--- config.mk ---
export PLATFORM = sky130hd
export DESIGN_NAME = gray_counter_param_flat
export DESIGN_NICKNAME = d
export VERILOG_FILES = /design/src/rtl/gray_counter_param_if.sv /design/src/rtl/gray_counter_param.sv /design/src/flat_wrapper.sv
export SDC_FILE = /design/constraint.sdc
export NUM_CORES = 1
export LEC_CHECK = 0
export ABC_AREA = 1
export BUFFER_PORTS_ARGS = -buffer_cell sky130_fd_sc_hd__buf_2
export CELL_PAD_IN_SITES_DETAIL_PLACEMENT = 2
export CELL_PAD_IN_SITES_GLOBAL_PLACEMENT = 2
export CORE_MARGIN = 4
export CORE_UTILIZATION = 26
export CTS_CLUSTER_SIZE = 14
export DETAILED_ROUTE_END_ITERATION = 8
export GPL_ROUTABILITY_DRIVEN = 0
export GPL_TIMING_DRIVEN = 0
export PLACE_DENSITY = 0.91
export SLEW_MARGIN = 0
export SYNTH_ARGS = -nofsm -noshare
export SYNTH_HDL_FRONTEND = slang
export SYNTH_SLANG_ARGS = --single-unit
--- constraint.sdc ---
create_clock -name clock -period 2.4 [get_ports clock]
set_input_delay 0.48 -clock clock [delete_from_list [all_inputs] [get_ports clock]]
set_output_delay 0.48 -clock clock [all_outputs]
set_load 0.005 [all_outputs]
--- src/rtl/gray_counter_param_if.sv ---
// Signal bundle for gray_counter_param.
// Optional macro GRAY_STEP_CHECK_EN adds the step_err status line.
// The event pulse is carried as event_o because "event" is a reserved word.
interface gray_counter_param_if #(
   parameter int unsigned WIDTH = 4
);
   logic             en;
   logic             up_dn;
   logic             load;
   logic [WIDTH-1:0] load_gray;
   logic [WIDTH-1:0] gray_out;
   logic [WIDTH-1:0] bin_out;
   logic             event_o;
   logic             at_max;
   logic             at_min;
`ifdef GRAY_STEP_CHECK_EN
   logic             step_err;
`endif

   modport master (
      output en, up_dn, load, load_gray,
      input  gray_out, bin_out, event_o, at_max, at_min
`ifdef GRAY_STEP_CHECK_EN
      , input step_err
`endif
   );

   modport slave (
      input  en, up_dn, load, load_gray,
      output gray_out, bin_out, event_o, at_max, at_min
`ifdef GRAY_STEP_CHECK_EN
      , output step_err
`endif
   );
endinterface

--- src/rtl/gray_counter_param.sv ---
// Parametrised up/down Gray-code counter with load and wrap/saturate mode.
// State is a single binary register; the Gray output register is loaded from
// the encoded next binary value so both outputs always agree.
// Optional macro GRAY_STEP_CHECK_EN adds a sticky single-bit-step checker.
module gray_counter_param #(
   parameter int unsigned WIDTH = 4,
   parameter int unsigned WRAP  = 1
) (
   input logic                 clock,
   input logic                 reset,
   gray_counter_param_if.slave cnt
);

   logic [WIDTH-1:0] bin_q, bin_d;
   logic [WIDTH-1:0] gray_q, gray_d;
   logic             event_q, event_d;
   logic             step_req;
   logic             end_hit;

   // Prefix XOR from the MSB down: bin[k] = ^gray[WIDTH-1:k]
   function automatic logic [WIDTH-1:0] gray_to_bin(input logic [WIDTH-1:0] g);
      logic [WIDTH-1:0] b;
      b = g;
      for (int unsigned i = 1; i < WIDTH; i++) begin
         b = b ^ (g >> i);
      end
      return b;
   endfunction

   // Next-state selection: load beats step, step beats hold
   always_comb begin
      bin_d    = bin_q;
      event_d  = 1'b0;
      step_req = !cnt.load && cnt.en;
      end_hit  = cnt.up_dn ? (bin_q == '1) : (bin_q == '0);
      if (cnt.load) begin
         bin_d = gray_to_bin(cnt.load_gray);
      end else if (cnt.en) begin
         if (end_hit) begin
            event_d = 1'b1;
            if (WRAP != 0) begin
               bin_d = cnt.up_dn ? '0 : '1;
            end
         end else if (cnt.up_dn) begin
            bin_d = bin_q + WIDTH'(1);
         end else begin
            bin_d = bin_q - WIDTH'(1);
         end
      end
      gray_d = bin_d ^ (bin_d >> 1);
   end

   // Counter registers with synchronous reset
   always_ff @(posedge clock) begin
      if (reset) begin
         bin_q   <= '0;
         gray_q  <= '0;
         event_q <= 1'b0;
      end else begin
         bin_q   <= bin_d;
         gray_q  <= gray_d;
         event_q <= event_d;
      end
   end

   assign cnt.gray_out = gray_q;
   assign cnt.bin_out  = bin_q;
   assign cnt.event_o  = event_q;
   assign cnt.at_max   = (bin_q == '1);
   assign cnt.at_min   = (bin_q == '0);

`ifdef GRAY_STEP_CHECK_EN
   logic [WIDTH-1:0] prev_gray_q;
   logic             was_step_q;
   logic             was_blocked_q;
   logic             step_err_q, step_err_d;
   logic             is_step;
   logic             is_blocked;
   logic [WIDTH-1:0] flip;

   // Classify this cycle's update and judge the previous one
   always_comb begin
      is_blocked = step_req && end_hit && (WRAP == 0);
      is_step    = step_req && !is_blocked;
      flip       = gray_q ^ prev_gray_q;
      step_err_d = step_err_q;
      if (was_step_q && ($countones(flip) != 1)) begin
         step_err_d = 1'b1;
      end
      if (was_blocked_q && ($countones(flip) != 0)) begin
         step_err_d = 1'b1;
      end
   end

   // Checker history and sticky error flag
   always_ff @(posedge clock) begin
      if (reset) begin
         prev_gray_q   <= '0;
         was_step_q    <= 1'b0;
         was_blocked_q <= 1'b0;
         step_err_q    <= 1'b0;
      end else begin
         prev_gray_q   <= gray_q;
         was_step_q    <= is_step;
         was_blocked_q <= is_blocked;
         step_err_q    <= step_err_d;
      end
   end

   assign cnt.step_err = step_err_q;
`endif

endmodule

--- src/flat_wrapper.sv ---
// flat-port wrapper written by rule: the top's interface ports become plain ports
module gray_counter_param_flat 
#(
   parameter int unsigned WIDTH = 4,
   parameter int unsigned WRAP  = 1
)
  (clock, reset, cnt_en, cnt_up_dn, cnt_load, cnt_load_gray, cnt_gray_out, cnt_bin_out, cnt_event_o, cnt_at_max, cnt_at_min);
  gray_counter_param_if #(.WIDTH(WIDTH)) cnt_i ();
  input logic clock;
  input logic reset;
  input wire logic [$bits(cnt_i.en)-1:0] cnt_en;
  input wire logic [$bits(cnt_i.up_dn)-1:0] cnt_up_dn;
  input wire logic [$bits(cnt_i.load)-1:0] cnt_load;
  input wire logic [$bits(cnt_i.load_gray)-1:0] cnt_load_gray;
  output wire logic [$bits(cnt_i.gray_out)-1:0] cnt_gray_out;
  output wire logic [$bits(cnt_i.bin_out)-1:0] cnt_bin_out;
  output wire logic [$bits(cnt_i.event_o)-1:0] cnt_event_o;
  output wire logic [$bits(cnt_i.at_max)-1:0] cnt_at_max;
  output wire logic [$bits(cnt_i.at_min)-1:0] cnt_at_min;
  assign cnt_i.en = cnt_en;
  assign cnt_i.up_dn = cnt_up_dn;
  assign cnt_i.load = cnt_load;
  assign cnt_i.load_gray = cnt_load_gray;
  assign cnt_gray_out = cnt_i.gray_out;
  assign cnt_bin_out = cnt_i.bin_out;
  assign cnt_event_o = cnt_i.event_o;
  assign cnt_at_max = cnt_i.at_max;
  assign cnt_at_min = cnt_i.at_min;
  gray_counter_param #(.WIDTH(WIDTH), .WRAP(WRAP)) u_core (.clock(clock), .reset(reset), .cnt(cnt_i));
endmodule
-- Word-level counts from Yosys, hierarchy flattened
Index checks and enable logic that the tools add are counted.
- $add $sub $neg: 2
- multipliers: 0
- divide/modulo/power cells: 0
- order comparisons: 0
- eq/ne operators: 1
- shift-type cells: 0
- mux-type cells: 7
- bitwise gates (word level): 5
- reduce and logical (&&, ||, !) cells: 2
- operator list (kind ; number):
    4-bit 2-to-1 mux ; 5
    4-bit by 3-bit XOR with 4-bit output ; 2
    4-bit by 1-bit adder with 4-bit output (second input constant) ; 1
    4-bit equality test (second input constant) ; 1
    4-bit logical NOT ; 1
    4-bit by 1-bit subtractor with 4-bit output (second input constant) ; 1
    4-bit by 1-bit XOR with 4-bit output ; 1
    4-bit by 2-bit XOR with 4-bit output ; 1
    3-bit OR reduction ; 1
    1-bit 2-to-1 mux ; 2
    1-bit NOT ; 1
- bits in registers: 9
- bits in latches: 0
- memory bits (writable): 0
- ROM bits: 0
- output and inout bits: 11
- logic and storage cells: 20
- memories: 0

-- Depth between registers and ports, before layout
Gate-level depths: netlist of run 1.
- word-level depth: 6
- gate-level depth with buffers: 12

-- Worst setup path before layout of run 1
No wires, ideal clock.
- path kind: input-to-reg
- start point: in cnt_up_dn
- end point: reg u_core.gray_q[2] (netlist: u_core.cnt.gray_out[2])
- arrival: 1.518 ns
- slack: 0.770 ns
- stages on the path: 11
- buffers on the path: 0
- cells stage by stage: inv_1 ha_1 or2_2 nand2_1 nand2_1 nand3_2 nand2_2 nand2_1 nand2_1 nand2_1 nand2_1
- cells in the longest elaborated chain, start to end: 5
- elaborated cells between the ends (all ways): 7
- classes of those cells: mux (6); bitwise (1)
- ends and longest elaborated chain (item ; RTL line ; source):
    from (decl) ; flat_wrapper.sv:12 ; input wire logic [$bits(cnt_i.up_dn)-1:0] cnt_up_dn;
    4-bit 2-to-1 mux (tied with other cells) ; gray_counter_param.sv:44 ; end else if (cnt.up_dn) begin
    4-bit 2-to-1 mux (*) ; gray_counter_param.sv:39 ; if (end_hit) begin
    4-bit 2-to-1 mux (*) ; gray_counter_param.sv:38 ; end else if (cnt.en) begin
    4-bit 2-to-1 mux (*) ; gray_counter_param.sv:36 ; if (cnt.load) begin
    4-bit by 3-bit XOR with 4-bit output (*) ; gray_counter_param.sv:50 ; gray_d = bin_d ^ (bin_d >> 1);
    to (signal assigned) ; gray_counter_param.sv:61 ; gray_q <= gray_d;
    to (decl) ; gray_counter_param.sv:15 ; logic [WIDTH-1:0] gray_q, gray_d;
Mark *: on every way between the ends. The rest lies on a longest branch, timed or not.
A chain may end at the register's enable or synchronous reset.

-- Final worst setup path of run 1
- start point: reg u_core.bin_q[0] (netlist: u_core.cnt.bin_out[0])
- end point: reg u_core.gray_q[1] (netlist: u_core.cnt.gray_out[1])
- cells in the longest elaborated chain, start to end: 6
- elaborated cells between the ends (all ways): 10
- classes of those cells: add/sub (2); eq/ne (1); mux (5); bitwise (1); reduce/logical (1)
- ends and longest elaborated chain (item ; RTL line ; source):
    from (decl) ; gray_counter_param.sv:14 ; logic [WIDTH-1:0] bin_q, bin_d;
    from (signal assigned) ; gray_counter_param.sv:60 ; bin_q <= bin_d;
    4-bit by 1-bit subtractor with 4-bit output (tied with other cells) ; gray_counter_param.sv:47 ; bin_d = bin_q - WIDTH'(1);
    4-bit 2-to-1 mux / 1-bit 2-to-1 mux (equally long branches) ; gray_counter_param.sv:44, gray_counter_param.sv:35 ;
    4-bit 2-to-1 mux (*) ; gray_counter_param.sv:39 ;
    4-bit 2-to-1 mux (*) ; gray_counter_param.sv:38 ;
    4-bit 2-to-1 mux (*) ; gray_counter_param.sv:36 ;
    4-bit by 3-bit XOR with 4-bit output (*) ; gray_counter_param.sv:50 ;
Marked as above.

==> flow_metrics.env, run 1 <==
export IMPL_status="complete, no violations"
export IMPL_clkPwrFrac_pct=23.7
export IMPL_synth_fp_nets=113
export IMPL_n_antenna_cell=0
export IMPL_layout_drive_gt1_share_pct=28.5
export IMPL_critical_path_max_stage_delay_ps=510
export IMPL_required_ps=2550
export IMPL_p_int_mw=0.264
export IMPL_cts_root_buf="clkbuf_4"
export IMPL_crit_chain="inv_1 > fa_1 > xor2_1 > nand2_1 > nand2_1 > nand2_2 > nand2_1 > nand2_1 > nand2_1 > nand2_1 > inv_1"
export IMPL_drt_drc_violations_left=0
export IMPL_die_y_um=56.8
export IMPL_syn_inst=101
export IMPL_ctsHoldBuffers=0
export IMPL_pwr_density_cell_nw_per_um2=530
export IMPL_ant_nets=0
export IMPL_worst_slack_ps=501
export IMPL_grtUsageTotal_pct=13.7
export IMPL_min_period_over_period_pct=79.1
export IMPL_yosysWarningCount=0
export IMPL_ir_drop_mv=0.209
export IMPL_synthArstFlopShare_pct=0
export IMPL_nFillCells=288
export IMPL_synthFlopType="dfxtp_1"
export IMPL_cts_repair_resized=0
export IMPL_grt_max_degree=11
export IMPL_p_sw_share_pct=35.4
export IMPL_path_clk_slew_ps=50
export IMPL_syn_area_um2=618
export IMPL_synth_edf_count=0
export IMPL_h_tree_depth=1
export IMPL_grt_pass1_wl_um=3510
export IMPL_relSlewSlack_pct=78.1
export IMPL_switchingPower_mw=0.144
export IMPL_ys_seq_area_share_pct=25.9
export IMPL_cp_slowest_cell="dfxtp_1"
export IMPL_layout_min_cycle_time_ps=1900
export IMPL_crit_path_start_kind="flop"
export IMPL_layout_nets=137
export IMPL_grt_antenna_before_repair=0
export IMPL_power_mw=0.408
export IMPL_arrival_ps=2040
export IMPL_hold_path_class="input pin to flop"
export IMPL_post_place_ws_ps=419
export IMPL_setup_violations_final=0
export IMPL_setup_tns_ps=0
export IMPL_rows=17
export IMPL_vias=713
export IMPL_critPathMaxFanout=8
export IMPL_regArea_um2=160
export IMPL_fp_dieArea_um2=3220
export IMPL_cts_sinks=8
export IMPL_ys_types=22
export IMPL_hpwlAfterDp_um=1790
export IMPL_area_growth_pct=24.7
export IMPL_fmax_ghz=0.527
export IMPL_worstMarginPinSlew_ps=328
export IMPL_finalWirelength_um=2060
export IMPL_critical_path_buf_inv_count=2
export IMPL_cts_buffers_inserted=3
export IMPL_slew_viol_final=0
export IMPL_hold_violations=0
export IMPL_gr_total_overflow=0
export IMPL_io_buffers=19
export IMPL_critPathCaptureType="flop"
export IMPL_via_per_inst=4.72
export IMPL_p_leak_nw=0.465
export IMPL_cp_top_family="simple AND/OR/NAND/NOR gates"
export IMPL_seqPwrFrac_pct=39.9
export IMPL_clk_path_buf_depth=2
export IMPL_cts_tree="done"
export IMPL_drt_pass1_iter_count=3
export IMPL_dieWidth_um=56.8
export IMPL_crit_top_cell="nand2_1"
export IMPL_finClkSkew_ps=2.25
export IMPL_worstSetupPathType="flop to flop"
export IMPL_multi_input_area_um2=382
export IMPL_drv_cap=0
export IMPL_syn_area_per_cell_um2=6.12
export IMPL_power_frac_comb_pct=36.4
export IMPL_first_global_vias=817
export IMPL_rsz0062_at_grt="false"
export IMPL_coreArea_um2=2230
export IMPL_io_pins=20
export IMPL_clk_latency_ps=240
export IMPL_wire_per_inst_um=13.7
export IMPL_yosys_register_bits=8
export IMPL_drt_iter0_drc=5
export IMPL_cts_setup_buffers=0
export IMPL_start_util_pct=27.7
[registers in the layout, summed over array words and instances, names as in the netlist]
register,flops
u_core.cnt.gray_out,4
u_core.cnt.event_o,1
u_core.cnt.bin_out,3
[cells by family (layout without fill, tap and decap cells)]
| family | Yosys count | after routing | share of synthesized area (%) |
|---|---|---|---|
| compound gates | 9 | 9 | 8.30 |
| fa+ha+maj | 3 | 3 | 7.29 |
| flops | 8 | 8 | 25.9 |
| simple gates | 61 | 61 | 44.7 |
| buf+inv | 19 | 41 | 12.3 |
| xor+xnor | 1 | 1 | 1.42 |
[cell usage after synthesis, types with 2 or more instances]
library cell	instances	area [um2]
nor2_1	4	15.0
nand3_1	5	25.0
nand3_2	2	20.0
inv_1	15	56.3
ha_1	2	25.0
a21oi_1	6	30.0
inv_2	2	7.51
nand2_2	4	25.0
nand2_1	41	154
dfxtp_1	8	160
[path summary, 6_finish.rpt]
check | from | to | slack (ps) | cells past startpoint
min reg2reg | u_core.cnt.gray_out[3] | u_core.cnt.event_o | 770 | 4
min | reset | u_core.cnt.bin_out[1] | 480 | 2
max | u_core.cnt.bin_out[0] | u_core.cnt.gray_out[1] | 500 | 11
max reg2reg | u_core.cnt.bin_out[0] | u_core.cnt.gray_out[1] | 500 | 11
[stage by stage]
stage                     hold WS (ps)  cell area [um2]  std cells  utilization (%)
after floorplan                    552              618        101                -
after global placement             703              748        148             33.5
after detailed placement           727              748        148             33.5
after CTS                          466              771        151             34.5
after global routing               489              771        151             34.5
final                              478              771        151             34.5
[power by group through the flow]
stage               clock (mW)  sequential (mW)  combinational [mW]
floorplan                    0            0.164              0.0925
global placement             0            0.165               0.137
detailed placement           0            0.166               0.151
CTS                      0.101            0.163               0.152
global route             0.107            0.165               0.170
finish                  0.0970            0.163               0.149
[final cells by class]
class,count,area share (%)
timing repair buffer,19,12.3
tap,28,4.55
sequential,8,20.8
clock buffer,3,2.92
inverter,17,8.28
multi-input combinational,74,49.5
buffer,2,1.62
[layout by cell type, fill, tap and decap left out]
master     n
nor2_1     4
nand4_1    1
dfxtp_1    8
inv_2      2
nor4_1     1
fa_1       1
ha_1       2
nand3_1    5
a21oi_1    6
nand3b_1   1
buf_4      1
nor2_4     1
a211oi_1   1
nand2_2    4
or2_2      1
a21oi_2    1
clkbuf_4   3
nand2_1   41
inv_1     15
nand3_2    2
buf_2     20
xor2_1     1
o21ai_0    1
[per-layer routing]
layer	share of wire, %	wire length (um)	GRT usage [%]
met3	1.6	33	0
met5	0	0	0
met4	0	0	5.96
met2	57	1180	25.9
met1	41	854	16.0
(Power assumes the default switching activity.)
==> run 2, diff against run 1 <==
--- a/config.mk
+++ b/config.mk
@@ -5,7 +5,7 @@
 export SDC_FILE = /design/constraint.sdc
 export NUM_CORES = 1
 export LEC_CHECK = 0
-export ABC_AREA = 1
+export ABC_AREA = 0
 export BUFFER_PORTS_ARGS = -buffer_cell sky130_fd_sc_hd__buf_2
 export CELL_PAD_IN_SITES_DETAIL_PLACEMENT = 2
 export CELL_PAD_IN_SITES_GLOBAL_PLACEMENT = 2
@@ -15,7 +15,7 @@
 export DETAILED_ROUTE_END_ITERATION = 8
 export GPL_ROUTABILITY_DRIVEN = 0
 export GPL_TIMING_DRIVEN = 0
-export PLACE_DENSITY = 0.91
+export PLACE_DENSITY = 0.84
 export SLEW_MARGIN = 0
 export SYNTH_ARGS = -nofsm -noshare
 export SYNTH_HDL_FRONTEND = slang
==> constraint.sdc (replaced) <==
create_clock -name clock -period 2 [get_ports clock]
set_input_delay 0.4 -clock clock [delete_from_list [all_inputs] [get_ports clock]]
set_output_delay 0.4 -clock clock [all_outputs]
set_load 0.005 [all_outputs]
==> flow_metrics.env, run 2 <==
export IMPL_finalWirelength_um=1720
export IMPL_arrival_ps=2060
export IMPL_io_pins=20
export IMPL_fp_dieArea_um2=2880
export IMPL_finClkSkew_ps=5.22
export IMPL_n_antenna_cell=0
export IMPL_synthTopCellsByArea="dfxtp_1 30%, xor2_1 6.5%, xnor2_1 4.8%, a21oi_1 4.6%, ha_1 4.6%"
export IMPL_syn_area_um2=542
export IMPL_cts_buffers_inserted=3
export IMPL_dieWidth_um=53.6
export IMPL_ant_nets=0
export IMPL_drt_pass1_iter_count=3
export IMPL_hold_violations=0
export IMPL_layout_min_cycle_time_ps=1920
export IMPL_cts_tree="done"
export IMPL_ys_top_cells_by_count="8 x dfxtp_1, 6 x inv_1, 5 x a21oi_1, 5 x nor2_1, 4 x xor2_1"
export IMPL_grt_max_degree=10
export IMPL_cts_sinks=8
export IMPL_layoutNonFillerInstCount=110
export IMPL_vias=518
export IMPL_worstSetupPathType="flop to flop"
export IMPL_clk_path_buf_depth=2
export IMPL_io_buffers=18
export IMPL_h_tree_depth=1
export IMPL_synth_edf_count=0
export IMPL_drv_cap=0
export IMPL_rows=16
export IMPL_grt_antenna_before_repair=0
export IMPL_layout_drive_gt1_share_pct=36.1
export IMPL_ir_drop_mv=0.210
export IMPL_path_clk_slew_ps=60
export IMPL_p_leak_nw=0.374
export IMPL_synth_fp_nets=71
export IMPL_fmax_ghz=0.521
export IMPL_grtUsageTotal_pct=12.9
export IMPL_gr_total_overflow=0
export IMPL_first_global_vias=547
export IMPL_layout_common_cells="18 x buf_2, 6 x inv_1, 6 x dfxtp_1, 5 x a21oi_1, 5 x nor2_1"
export IMPL_relSlewSlack_pct=72.2
export IMPL_coreArea_um2=1960
export IMPL_yosysWarningCount=0
export IMPL_layout_commonest_cell="buf_2"
export IMPL_yosys_register_bits=8
export IMPL_synth_most_common_cell="dfxtp_1"
export IMPL_setup_violations_final=0
export IMPL_status="complete, no violations"
export IMPL_synthArstFlopShare_pct=0
export IMPL_grt_pass1_wl_um=2520
export IMPL_crit_path_start_kind="flop"
export IMPL_hpwlAfterDp_um=1320
export IMPL_ctsHoldBuffers=0
export IMPL_slew_viol_final=0
export IMPL_power_mw=0.531
export IMPL_syn_area_per_cell_um2=9.18
export IMPL_yosysTopAreaCellShare_pct=29.6
export IMPL_synthFlopType="dfxtp_1"
export IMPL_start_util_pct=27.6
export IMPL_area_growth_pct=32.6
export IMPL_placed_cells=104
export IMPL_layout_nets=97
export IMPL_critPathMaxFanout=5
export IMPL_drt_drc_violations_left=0
export IMPL_required_ps=2140
export IMPL_drt_iter0_drc=3
export IMPL_ys_seq_area_share_pct=29.6
export IMPL_pwr_density_cell_nw_per_um2=739
export IMPL_synth_top_area_cell="dfxtp_1"
export IMPL_worstMarginPinSlew_ps=417
export IMPL_min_period_over_period_pct=96.0
export IMPL_ys_types=27
export IMPL_syn_inst=59
export IMPL_worst_slack_ps=79.8
export IMPL_largest_register_ffs=4
export IMPL_post_place_ws_ps=-136
export IMPL_wire_per_inst_um=15.6
export IMPL_clk_latency_ps=250
export IMPL_critPathCaptureType="flop"
export IMPL_die_y_um=53.6
export IMPL_hold_path_class="input pin to flop"
export IMPL_via_per_inst=4.71
export IMPL_cts_root_buf="clkbuf_4"
-- run 2: changes by cell type after synthesis, moves of 3 or more --
| cell | delta |
|---|---|
| nand2_1 | -39 |
| inv_1 | -9 |
| nand3_1 | -5 |
| nand2_2 | -4 |
| xnor2_1 | +3 |
| xor2_1 | +3 |
-- run 2: worst max-delay path: stages (launching register included) --
cell	delay [ps]
dfxtp_4	340
buf_4	150
or4_4	550
a221o_1	410
a22oi_4	170
xnor2_1	140
nor2_1	50
-- run 2: routing by layer --
| metal | wire (um) | share of wire [%] | up-vias | global-route usage [%] |
|---|---|---|---|---|
| met5 | 0 | 0 | - | 0 |
| met4 | 27 | 1.6 | 0 | 7.66 |
| met3 | 82 | 4.8 | 2 | 3.05 |
| met2 | 954 | 56 | 14 | 23.5 |
| met1 | 651 | 38 | 249 | 13.3 |
| li1 | - | - | 253 | - |
-- run 2: layout make-up --
cell class                 count  area (um2)
multi-input combinational     43         348
inverter                       6        22.5
timing repair buffer          21         113
sequential                     8         168
clock buffer                   3        22.5
tap                           27        33.8
fill                         240        1240
buffer                         2        11.3
-- run 2: path summary, 6_finish.rpt --
kind	start	endpoint	slack, ps	cells after the start
setup / recovery	u_core.cnt.bin_out[0]	u_core.cnt.gray_out[0]	80	6
hold / removal	reset	u_core.cnt.bin_out[1]	380	2
setup reg to reg	u_core.cnt.bin_out[0]	u_core.cnt.gray_out[0]	80	6
hold reg to reg	u_core.cnt.bin_out[1]	u_core.cnt.event_o	750	4
-- run 2: per-stage QoR --
step           hold slack (ps)  setup TNS [ps]  instance area [um2]  utilization, %
4_1_cts                    374               0                  693            35.3
6_report                   384               0                  718            36.6
5_1_grt                    401           -1.63                  718            36.6
3_5_place_dp               651            -297                  666            33.9
2_1_floorplan              472               0                  542               -
3_3_place_gp               650            -108                  666            33.9
-- run 2: logic make-up (layout without fill, tap and decap cells) --
logic type               after synthesis  in the layout  synth area share, %
XOR/XNOR                               8              8                 15.5
buffers and inverters                  8             32                 6.24
AO/OA/AOI/OAI                         15             15                 21.0
AND/OR/NAND/NOR                       15             15                 15.7
multiplexers                           2              2                 3.70
adder cells (fa/ha/maj)                3              3                 8.31
flip-flops                             8              8                 29.6
-- run 2: what timing repair did --
action / in CTS / in global routing
resized for setup: 3 / 1
setup buffers: 0 / 3
setup endpoints to repair: 3 / 2
-- run 2: power breakdown --
group	switching [mW]	leakage, nW	internal, mW	total, mW
registers	0.0162	0.0675	0.181	0.198
logic	0.102	0.293	0.106	0.208
clock network	0.0562	0.0138	0.0688	0.125
total	0.174	0.374	0.356	0.531
